--- config.mk ---
export PLATFORM = sky130hd
export DESIGN_NAME = ram8_sweep
export DESIGN_NICKNAME = d
export VERILOG_FILES = /design/src/rtl/ram8_sweep.sv
export SDC_FILE = /design/constraint.sdc
export NUM_CORES = 1
export LEC_CHECK = 0
export ABC_AREA = 0
export BUFFER_PORTS_ARGS = -buffer_cell sky130_fd_sc_hd__buf_2
export CORE_MARGIN = 4
export CORE_UTILIZATION = 40
export CTS_BUF_LIST = sky130_fd_sc_hd__clkbuf_4 sky130_fd_sc_hd__clkbuf_8
export CTS_CLUSTER_SIZE = 40
export DETAILED_ROUTE_END_ITERATION = 7
export SETUP_SLACK_MARGIN = 0.15
export SYNTH_ARGS = -nofsm -noshare
export SYNTH_HDL_FRONTEND = slang
export SYNTH_SLANG_ARGS = --single-unit
--- constraint.sdc ---
create_clock -name clock -period 5 [get_ports clock]
set_clock_uncertainty 0.2 [all_clocks]
set_input_delay 1 -clock clock [delete_from_list [all_inputs] [get_ports clock]]
set_output_delay 1 -clock clock [all_outputs]
set_load 0.005 [all_outputs]
--- src/rtl/ram8_sweep.sv ---
// RAM8 register file: one-hot decoded writes, registered read port, write ack,
// and a clear-sweep FSM that zeroes one word per cycle.
module ram8_sweep #(
  parameter int unsigned WIDTH = 16
) (
  input  logic             clock,
  input  logic             reset_n,
  input  logic [WIDTH-1:0] in,
  input  logic             load,
  input  logic [2:0]       address,
  input  logic             clear,
  output logic [WIDTH-1:0] out,
  output logic             busy,
  output logic             wr_ack
);

  localparam int unsigned DEPTH = 8;
  localparam int unsigned AW    = 3;

  typedef enum logic {IDLE, SWEEP} state_t;

  state_t           state, state_next;
  logic [AW-1:0]    count, count_next;
  logic             wr_en_c;
  logic [DEPTH-1:0] word_en_c;
  logic [DEPTH-1:0] word_clr_c;
  logic [WIDTH-1:0] mem [DEPTH];

  // State and sweep counter
  always_ff @(posedge clock or negedge reset_n) begin
    if (!reset_n) begin
      state <= IDLE;
      count <= '0;
    end else begin
      state <= state_next;
      count <= count_next;
    end
  end

  // Next state, write decode and sweep clear select
  always_comb begin
    state_next = state;
    count_next = count;
    wr_en_c    = 1'b0;
    word_en_c  = '0;
    word_clr_c = '0;
    case (state)
      IDLE: begin
        wr_en_c = load;
        if (load) word_en_c[address] = 1'b1;
        if (clear) begin
          state_next = SWEEP;
          count_next = '0;
        end
      end
      SWEEP: begin
        word_clr_c[count] = 1'b1;
        count_next        = count + AW'(1);
        if (count == AW'(DEPTH - 1)) begin
          state_next = IDLE;
          count_next = '0;
        end
      end
      default: state_next = IDLE;
    endcase
  end

  // Storage words; sweep clear and write never coincide on a word
  for (genvar g = 0; g < DEPTH; g++) begin : g_word
    always_ff @(posedge clock or negedge reset_n) begin
      if (!reset_n)          mem[g] <= '0;
      else if (word_clr_c[g]) mem[g] <= '0;
      else if (word_en_c[g])  mem[g] <= in;
    end
  end

  // Registered outputs; read-during-write returns the new data
  always_ff @(posedge clock or negedge reset_n) begin
    if (!reset_n) begin
      out    <= '0;
      busy   <= 1'b0;
      wr_ack <= 1'b0;
    end else begin
      out    <= wr_en_c ? in : mem[address];
      busy   <= (state_next == SWEEP);
      wr_ack <= wr_en_c;
    end
  end

endmodule

==> run_summary.xml <==
<?xml version="1.0" encoding="UTF-8"?>
<metrics>
  <group name="die">
    <metric name="rows" unit="">48</metric>
    <metric name="initial_utilization" unit="">0.411</metric>
    <metric name="dieArea" unit="sq um">20100</metric>
    <metric name="die-width" unit="microns">142</metric>
    <metric name="io_pins" unit="">41</metric>
    <metric name="core_area" unit="sq um">17400</metric>
    <metric name="floorplan.die.height" unit="microns">142</metric>
  </group>
  <group name="global_routing">
    <metric name="grt_start_max_net_pins" unit="">109</metric>
    <metric name="wire_length_of_the_first_global_routing_pass" unit="microns">31500</metric>
    <metric name="first_global_vias" unit="">5394</metric>
    <metric name="antenna_violations_before_repair" unit="">1</metric>
    <metric name="gr-usage-all-layers" unit="">0.204</metric>
    <metric name="grt_remaining_overflow" unit="">0</metric>
  </group>
  <group name="setup_path">
    <metric name="worst_setup_path_end_kind" unit="">flop</metric>
    <metric name="rr_worst_depth" unit="">4</metric>
    <metric name="cp_slowest_cell" unit="">sky130_fd_sc_hd__and3_1</metric>
    <metric name="cp_cell_sequence" unit="">nand2b_1 -&gt; inv_2 -&gt; and3_1 -&gt; o21ai_0</metric>
    <metric name="critPathBufInv" unit="">1</metric>
    <metric name="cp_data_required_time" unit="ns">5.08</metric>
    <metric name="max_stage_delay" unit="ns">0.93</metric>
    <metric name="arrival" unit="ns">3.21</metric>
    <metric name="critical_path.top_delay_family" unit="">simple AND/OR/NAND/NOR gates</metric>
    <metric name="worst_setup_sp" unit="">busy$_DFF_PN0_</metric>
    <metric name="critPathKind" unit="">reg2reg</metric>
    <metric name="critical_path_depth" unit="">4</metric>
    <metric name="worst_setup_path_start_kind" unit="">flop</metric>
    <metric name="r2r_start" unit="">busy$_DFF_PN0_</metric>
    <metric name="critical_path.max_fanout" unit="">32</metric>
  </group>
  <group name="synth">
    <metric name="asyncSetResetFlopFracSynth" unit="">1.00</metric>
    <metric name="synth_top_flop_cell" unit="">sky130_fd_sc_hd__dfrtp_1</metric>
    <metric name="synth_seq_area_share" unit="">0.521</metric>
    <metric name="synth.yosys.warnings" unit="">0</metric>
    <metric name="number_of_synthesized_flops_with_an_enable_pin" unit="">0</metric>
    <metric name="postSynthNetCount" unit="">827</metric>
    <metric name="synth.cell_area" unit="sq um">7160</metric>
    <metric name="synth_cells" unit="">802</metric>
    <metric name="yosysUniqueCellTypes" unit="">46</metric>
    <metric name="synth_seq_cells" unit="">149</metric>
    <metric name="syn_avg_cell_area" unit="sq um">8.93</metric>
  </group>
  <group name="power_and_ir_drop">
    <metric name="power.internal" unit="W">0.00263</metric>
    <metric name="total_power" unit="W">0.00398</metric>
    <metric name="share_clk_of_total_power" unit="">0.272</metric>
    <metric name="seq_power_share" unit="">0.471</metric>
    <metric name="static_leakage" unit="nW">3.48</metric>
    <metric name="power.ir.vdd_worst" unit="V">0.000209</metric>
    <metric name="sw_frac" unit="">0.339</metric>
    <metric name="share_comb_of_total_power" unit="">0.258</metric>
    <metric name="p_sw" unit="W">0.00135</metric>
    <metric name="power_density" unit="nW/um^2">514</metric>
  </group>
  <group name="min_path">
    <metric name="timing.hold.worst.start" unit="">mem[55]$_DFFE_PN0P_</metric>
    <metric name="hold_path_depth" unit="">2</metric>
    <metric name="holdCritPathClass" unit="">reg2reg</metric>
  </group>
  <group name="finish">
    <metric name="number_of_inserted_filler_cells_in_the_final_layout" unit="">1714</metric>
    <metric name="final_layout_size_suffix_gt1_frac" unit="">0.123</metric>
    <metric name="n_antenna_cell" unit="">0</metric>
    <metric name="area_growth" unit="%">8.25</metric>
    <metric name="fin_nets" unit="">819</metric>
  </group>
  <group name="clock_tree">
    <metric name="clk_path_buf_depth" unit="">2</metric>
    <metric name="cts-htree-levels" unit="">4</metric>
    <metric name="insertion_delay" unit="ns">0.46</metric>
    <metric name="clkSinkCount" unit="">149</metric>
    <metric name="clk_root_buffer_cell" unit="">sky130_fd_sc_hd__clkbuf_8</metric>
    <metric name="cts_hold_buf" unit="">0</metric>
    <metric name="post_cts.repair.setup_buffers" unit="">0</metric>
    <metric name="numCtsBuffers" unit="">17</metric>
    <metric name="cts_tree" unit="">done</metric>
    <metric name="clkSlewWorstSetupHoldPaths" unit="ns">0.08</metric>
    <metric name="postCtsResizedCells" unit="">0</metric>
  </group>
  <group name="sta">
    <metric name="period_share" unit="">0.625</metric>
    <metric name="worstMarginPinSlew" unit="ns">1.18</metric>
    <metric name="rsz0062_at_grt" unit="">false</metric>
    <metric name="minimum_period_implied_by_the_final_worst_setup_slack" unit="ns">3.13</metric>
    <metric name="totalNegativeSetupSlack" unit="ns">0</metric>
    <metric name="max_freq" unit="MHz">320</metric>
    <metric name="fin_hold_ws" unit="ns">0.305</metric>
    <metric name="hold_violations" unit="">0</metric>
    <metric name="setup_violations" unit="">0</metric>
    <metric name="slew_limit_headroom" unit="">0.213</metric>
    <metric name="timing_max_transition_violations_final" unit="">0</metric>
  </group>
  <group name="drt">
    <metric name="dr_total_vias" unit="">5653</metric>
    <metric name="detailedRoute.firstIterationViolations" unit="">487</metric>
    <metric name="wl_per_cell" unit="microns">19.0</metric>
    <metric name="vias_per_cell" unit="">5.49</metric>
    <metric name="totalWireLength" unit="microns">19600</metric>
    <metric name="dr.pass1.iters" unit="">5</metric>
    <metric name="drc_errors" unit="">0</metric>
    <metric name="detail-route-antenna-nets" unit="">0</metric>
  </group>
  <group name="place">
    <metric name="place_congestion" unit="">0.814</metric>
    <metric name="portBuffers" unit="">40</metric>
    <metric name="detailed_place_hpwl" unit="microns">11900</metric>
  </group>
  <group name="run">
    <metric name="maxCapViolations" unit="">0</metric>
  </group>
  <group name="status">
    <metric name="run_status" unit="">completed</metric>
  </group>
</metrics>
==> final timing paths <==
path / to / slack [ns]
setup / recovery: mem[38]$_DFFE_PN0P_ / 1.87
hold / removal: mem[55]$_DFFE_PN0P_ / 0.30
setup reg to reg: mem[38]$_DFFE_PN0P_ / 1.87
hold reg to reg: mem[55]$_DFFE_PN0P_ / 0.30
max in group asynchronous: mem[14]$_DFFE_PN0P_ / 3.20
min in group asynchronous: count[2]$_DFFE_PN0P_ / 0.47
==> registers in the layout, indices dropped and copies added (netlist names) <==
| signal | flops |
|---|---|
| busy | 1 |
| count | 3 |
| mem | 128 |
| out | 16 |
| wr_ack | 1 |
==> layout make-up <==
cell class                      count  area [sq um]  share of cell area
Clock buffer                       21           283              0.0365
Clock inverter                      9           175              0.0226
Inverter                            2          7.51            0.000969
Multi-Input combinational cell    575          3000               0.387
Sequential cell                   149          3730               0.481
Tap cell                          225           282              0.0363
Timing Repair Buffer               49           274              0.0354
==> metal layers <==
metal,track usage,part of all wire,up-vias
met5,0,0,-
met4,0.0677,0.020,0
met3,0.0428,0.057,30
met2,0.307,0.45,200
met1,0.295,0.47,2746
li1,-,-,2677
==> cells in the mapped netlist, types with 5 or more instances <==
cell type                    n  share of area
sky130_fd_sc_hd__a221oi_1    6         0.0073
sky130_fd_sc_hd__nand3_1    27          0.019
sky130_fd_sc_hd__clkbuf_1   30          0.016
sky130_fd_sc_hd__dfrtp_1   149           0.52
sky130_fd_sc_hd__a22o_1      8         0.0098
sky130_fd_sc_hd__o22a_1      7         0.0086
sky130_fd_sc_hd__o221ai_1    7         0.0086
sky130_fd_sc_hd__buf_6      10          0.016
sky130_fd_sc_hd__a22oi_1    13          0.014
sky130_fd_sc_hd__mux2i_1    24          0.034
sky130_fd_sc_hd__o21ai_0    95          0.066
sky130_fd_sc_hd__a31oi_1     9         0.0079
sky130_fd_sc_hd__nand2_1   265           0.14
sky130_fd_sc_hd__nand2b_1   11         0.0096
sky130_fd_sc_hd__nor2_1     28          0.015
sky130_fd_sc_hd__a21oi_1     9         0.0063
sky130_fd_sc_hd__o21ai_1    28          0.020
sky130_fd_sc_hd__buf_2      24          0.017
sky130_fd_sc_hd__buf_4       8         0.0084
sky130_fd_sc_hd__mux2_2      5         0.0079
==> power groups by stage <==
stage	Combinational [W]	Sequential, W	Clock (W)
final	0.00103	0.00188	0.00108
after global routing	0.00117	0.00193	0.00116
after CTS	0.00103	0.00187	0.00110
after detailed placement	0.00103	0.00189	0
after global placement	0.00101	0.00189	0
after floorplan	0.000725	0.00183	0
==> cells in the final DEF, fill, tap and decap left out, types with 7 or more instances in the layout <==
master,synthesis,layout
sky130_fd_sc_hd__nor2_1,28,28
sky130_fd_sc_hd__o21ai_1,28,28
sky130_fd_sc_hd__o21ai_0,95,95
sky130_fd_sc_hd__a21oi_1,9,9
sky130_fd_sc_hd__mux2i_1,24,24
sky130_fd_sc_hd__nand2b_1,11,11
sky130_fd_sc_hd__nand2_1,265,265
sky130_fd_sc_hd__o221ai_1,7,7
sky130_fd_sc_hd__buf_4,8,9
sky130_fd_sc_hd__a22oi_1,13,13
sky130_fd_sc_hd__buf_2,24,39
sky130_fd_sc_hd__dfrtp_1,149,149
sky130_fd_sc_hd__clkbuf_8,0,20
sky130_fd_sc_hd__nand3_1,27,27
sky130_fd_sc_hd__a31oi_1,9,9
sky130_fd_sc_hd__o22a_1,7,7
sky130_fd_sc_hd__a22o_1,8,8
==> metrics by stage <==
step           worst slack (ns)  instances  cell area (sq um)   util
2_1_floorplan              2.66        802               7160      -
3_3_place_gp               1.48       1000               7290  0.419
3_5_place_dp               1.40       1000               7290  0.419
4_1_cts                    1.87       1030               7750  0.445
5_1_grt                    1.61       1030               7750  0.445
6_report                   1.87       1030               7750  0.445
==> cell families (layout without fill, tap and decap cells) <==
group | after synthesis | count (layout) | share of synthesized area
AO/OA/AOI/OAI | 188 | 188 | 0.157
adder cells (fa/ha/maj) | 2 | 2 | 0.00350
buffers and inverters | 78 | 81 | 0.0619
multiplexers | 32 | 32 | 0.0472
AND/OR/NAND/NOR | 353 | 353 | 0.209
flip-flops | 149 | 149 | 0.521
==> tightest hold or removal path: cells and delay by family (launching register included) <==
kind	cells	cell delay, ns
flops	1	0.35
simple gates	2	0.13
Power figures use the tool's default switching activity.
